==> src/rtl/reset_sequencer.sv <==
// reset_sequencer: releases per-domain resets in order once PLL lock has been stable.
// Define RESET_SEQ_LOSS_COUNT_EN to build the saturating lock-loss event counter.
module reset_sequencer #(
   parameter int NUM_DOMAINS        = 3,
   parameter int LOCK_STABLE_CYCLES = 16,
   parameter int STAGE_DELAY        = 8,
   parameter int MIN_ASSERT         = 4
) (
   input  logic                   clk_in,
   input  logic                   reset_in,
   input  logic                   pll_locked_in,
   input  logic                   sw_reset_req,
   output logic [NUM_DOMAINS-1:0] reset_out,
   output logic                   ready_out,
   output logic [7:0]             loss_count_out
);
   localparam int MAX_LS = (LOCK_STABLE_CYCLES > STAGE_DELAY) ? LOCK_STABLE_CYCLES : STAGE_DELAY;
   localparam int MAX_P  = (MAX_LS > MIN_ASSERT) ? MAX_LS : MIN_ASSERT;
   localparam int CW     = $clog2(MAX_P) + 1;

   localparam logic [CW-1:0] ASSERT_LAST = CW'(MIN_ASSERT - 1);
   localparam logic [CW-1:0] STABLE_LAST = CW'(LOCK_STABLE_CYCLES - 1);
   localparam logic [CW-1:0] STAGE_LAST  = CW'(STAGE_DELAY - 1);

   localparam logic [2:0] ST_ASSERT    = 3'd0;
   localparam logic [2:0] ST_WAIT_LOCK = 3'd1;
   localparam logic [2:0] ST_STABLE    = 3'd2;
   localparam logic [2:0] ST_RELEASE   = 3'd3;
   localparam logic [2:0] ST_RUN       = 3'd4;

   logic [2:0]             state, state_nx;
   logic [CW-1:0]          cnt, cnt_nx;
   logic [NUM_DOMAINS-1:0] rst_nx;
   logic                   ready_nx;
   logic                   lock_meta, lock_sync;
   logic                   lock_lost;

   assign lock_lost = ((state == ST_RELEASE) || (state == ST_RUN)) && !lock_sync;

   // sw_reset_req is a single-cycle pulse with no acknowledge; it is acted on the edge it is seen.
   always_comb begin
      state_nx = state;
      cnt_nx   = cnt + CW'(1);
      rst_nx   = reset_out;
      ready_nx = ready_out;
      if (sw_reset_req || lock_lost) begin
         state_nx = ST_ASSERT;
         cnt_nx   = '0;
         rst_nx   = '1;
         ready_nx = 1'b0;
      end else begin
         case (state)
            ST_ASSERT: begin
               if (cnt == ASSERT_LAST) begin
                  state_nx = ST_WAIT_LOCK;
                  cnt_nx   = '0;
               end
            end
            ST_WAIT_LOCK: begin
               cnt_nx = '0;
               if (lock_sync) state_nx = ST_STABLE;
            end
            ST_STABLE: begin
               if (!lock_sync) begin
                  state_nx = ST_WAIT_LOCK;
                  cnt_nx   = '0;
               end else if (cnt == STABLE_LAST) begin
                  state_nx = ST_RELEASE;
                  cnt_nx   = '0;
               end
            end
            ST_RELEASE: begin
               // Counter restarts per stage; the lowest still-asserted bit is the next to release.
               if (cnt == STAGE_LAST) begin
                  cnt_nx = '0;
                  rst_nx = reset_out & (reset_out - NUM_DOMAINS'(1));
                  if (rst_nx == '0) begin
                     state_nx = ST_RUN;
                     ready_nx = 1'b1;
                  end
               end
            end
            ST_RUN: begin
               cnt_nx = '0;
            end
            default: begin
               state_nx = ST_ASSERT;
               cnt_nx   = '0;
               rst_nx   = '1;
               ready_nx = 1'b0;
            end
         endcase
      end
   end

   always_ff @(posedge clk_in) begin
      if (!reset_in) begin
         state     <= ST_ASSERT;
         cnt       <= '0;
         lock_meta <= 1'b0;
         lock_sync <= 1'b0;
         reset_out <= '1;
         ready_out <= 1'b0;
      end else begin
         state     <= state_nx;
         cnt       <= cnt_nx;
         lock_meta <= pll_locked_in;
         lock_sync <= lock_meta;
         reset_out <= rst_nx;
         ready_out <= ready_nx;
      end
   end

`ifdef RESET_SEQ_LOSS_COUNT_EN
   logic [7:0] loss_count;

   always_ff @(posedge clk_in) begin
      if (!reset_in) begin
         loss_count <= 8'h00;
      end else if (lock_lost && (loss_count != 8'hFF)) begin
         loss_count <= loss_count + 8'h01;
      end
   end

   assign loss_count_out = loss_count;
`else
   assign loss_count_out = 8'h00;
`endif

endmodule

==> config.mk <==
export PLATFORM = sky130hd
export DESIGN_NAME = reset_sequencer
export DESIGN_NICKNAME = d
export VERILOG_FILES = /design/src/rtl/reset_sequencer.sv
export SDC_FILE = /design/constraint.sdc
export NUM_CORES = 1
export LEC_CHECK = 0
export CAP_MARGIN = 15
export CORE_MARGIN = 2
export CORE_UTILIZATION = 44
export CTS_CLUSTER_DIAMETER = 40
export DETAILED_ROUTE_END_ITERATION = 8
export GPL_TIMING_DRIVEN = 0
export PLACE_DENSITY = 0.83
export SYNTH_ARGS = -nofsm -noshare
export SYNTH_HDL_FRONTEND = slang
export SYNTH_SLANG_ARGS = --single-unit
export TNS_END_PERCENT = 1
==> constraint.sdc <==
create_clock -name clk_in -period 1.4 [get_ports clk_in]
set_input_delay 0.28 -clock clk_in [delete_from_list [all_inputs] [get_ports clk_in]]
set_output_delay 0.28 -clock clk_in [all_outputs]
set_load 0.05 [all_outputs]
==> metrics <==
Vias/cell=4.84; Worst EP required=roughly 1.6 ns; achievable frequency=678 MHz; Die X=46.6 microns; Hold Path Class=in -> reg; Final min period=between 1 and 1.5 ns; Crit-path slowest cell=or4b_4; ys flop type=dfxtp_1; diode count=0; slack of the critical path=-0.0754 ns; post-synthesis instance total=90; EDFF count, synth=0; number of global-route vias before repair=532; fin util=between 60 and 70%; critical-path maximum fanout=4; Core Box Area=1710 sq um; critical path class=reg -> reg; Clock Latency Late Sink=0.28 ns; largest net degree at the start of global routing=11; max-cap violations=0; CTS Buf Count=3; worst path buffer plus inverter count=0; WP data arrival=1.66 ns; WL per Instance=12.1 microns; Final Slew Violations=0; GR Overflow Total=0; clock-pin slew on the worst setup and hold paths=0.08 ns; status=complete, but fails checks; die area=2170 sq um; mapped cell area=797 sq um; root buf cell=clkbuf_4; first-pass GRT wire length=2330 microns; Ports=16; multi-input logic area=518 sq um; share of cells above drive strength 1=41.8%; Filler Cells Inserted=between 150 and 200; routability cong.=0.811; area delta synth->final=33.3%; Syn. warnings=0; TritonRoute pass-1 iters=4; clock buffer depth=2; setup violators final=5; Final nets=118; hold path depth=2; Async SR Flop Fraction=0%; crit path capture type=register; fraction of the cycle the final worst path needs=105%; Hold Fails Final Rpt=0; Tot GR Track Use=15.9%; share of the yosys chip area belonging to registers=35.2%; H-tree Lvls=1; HPWL after detailed placement=1100 microns; IO buf count=7; CP top delay family=simple AND/OR/NAND/NOR gates; register bit total from synthesis=14; skew final=0.000882 ns; RSZ-0062 raised after global routing=yes; Num Clock Sinks=14; CTS tree=built; distinct cell type count of the synthesized netlist=39; die height=46.6 microns; detailed-route DRC error count=0; via count=about 650; Max VDD drop=just under 700 uV; Startpoint Class=register; DR iter-0 viols=13; initial antenna violation count=0; Hold Worst Slack=about 0.38 ns; R2R cell count=5; worst slack, placed=-0.348 ns; LEAKAGE=between 0.4 and 0.5 nW; row count=15; Total Routed Length=about 1600 microns; Sequential Area=284 sq um; Power Total=roughly 0.81 mW; setup tns final=-0.339 ns; failing checks=setup timing; critical-path cell list=ha_4, or4b_4, o2bb2ai_4, a21oi_2, nor3_1; ANT nets after route=0; max incr delay on CP=0.49 ns; Avg Cell Area, Syn=8.86 sq um; critical path depth in cells=5; Starting Density=between 40% and 50%; Power Density=766 nW/um^2
==> cells in the final DEF (no fill, tap or decap), types with 2 or more instances in the layout <==
master,instances
a21oi_2,2
and2_1,2
buf_2,2
buf_4,10
clkbuf_4,3
clkdlybuf4s15_2,4
clkdlybuf4s50_1,2
conb_1,8
dfxtp_1,11
dfxtp_2,3
inv_1,5
nand2_1,6
nand3_1,4
nor2_1,5
nor3_1,3
o21ai_0,4
==> report_power, final <==
group | switching (mW) | internal (mW)
Sequential | 0.00599 | 0.404
Combinational | 0.0658 | 0.0425
Clock | 0.137 | 0.159
==> cells by family after synthesis <==
group | count (synthesis) | share of synthesized area, %
adder cells (fa/ha/maj) | 3 | 4.71
other | 1 | 0.471
AO/OA/AOI/OAI | 21 | 21.0
AND/OR/NAND/NOR | 32 | 23.4
XOR/XNOR | 2 | 2.20
buffers and inverters | 17 | 13.0
flip-flops | 14 | 35.2
==> final timing paths <==
| check | start | slack [ns] | to |
|---|---|---|---|
| max | cnt[0] | -0.08 | cnt[0] |
| min | reset_in | 0.38 | lock_meta |
| max reg2reg | cnt[0] | -0.08 | cnt[0] |
| min reg2reg | lock_meta | 0.44 | lock_sync |
==> metal layers <==
layer / vias up / track usage, % / routed length [microns]
met2: 14 / 26.4 / 900
met4: 0 / 6.86 / 25
met1: 296 / 18.1 / 641
li1: 339 / - / -
met5: - / 0 / 0
met3: 4 / 5.88 / 61
==> layout make-up <==
type	count	area share (%)
Multi-Input combinational cell	66	48.8
Tap cell	25	2.94
Timing Repair Buffer	9	8.36
Sequential cell	14	26.7
Inverter	6	2.12
Buffer	11	7.66
Clock buffer	4	3.42
==> flip-flops by register name (all words and copies together) (netlist names) <==
register and cells:
cnt 5, lock_meta 1, lock_sync 1, ready_out 1
reset_out 3, state 3
==> synthesized netlist by cell type, types with 2 or more instances <==
cell       n  share of area (%)
dfxtp_1   14                 35
buf_4      8                7.5
inv_1      6                2.8
nand2_1    6                2.8
nand3_1    5                3.1
nor2_1     5                2.4
o21ai_0    5                3.1
a21oi_1    3                1.9
ha_1       3                4.7
nor3_1     3                1.9
a21boi_0   2                1.9
and2_1     2                1.6
buf_2      2                1.3
==> worst register-to-register path: stages (launching register included) <==
cell       delay [ns]
dfxtp_2          0.37
ha_4             0.15
or4b_4           0.49
o2bb2ai_4        0.17
a21oi_2          0.14
nor3_1           0.05
==> metrics by stage <==
step           area (sq um)  instances
6_report               1060        135
3_3_place_gp            971        129
5_1_grt                1060        135
3_5_place_dp            971        129
4_1_cts                1050        135
2_1_floorplan           870         97
==> what timing repair did <==
item / 4_1_cts / 5_1_grt
hold buffers: 0 / 0
pin swaps: 4 / 0
endpoints found under the setup margin: 13 / 10
setup buffers: 2 / 0
resized for setup: 20 / 4
Power figures use the tool's default switching activity.
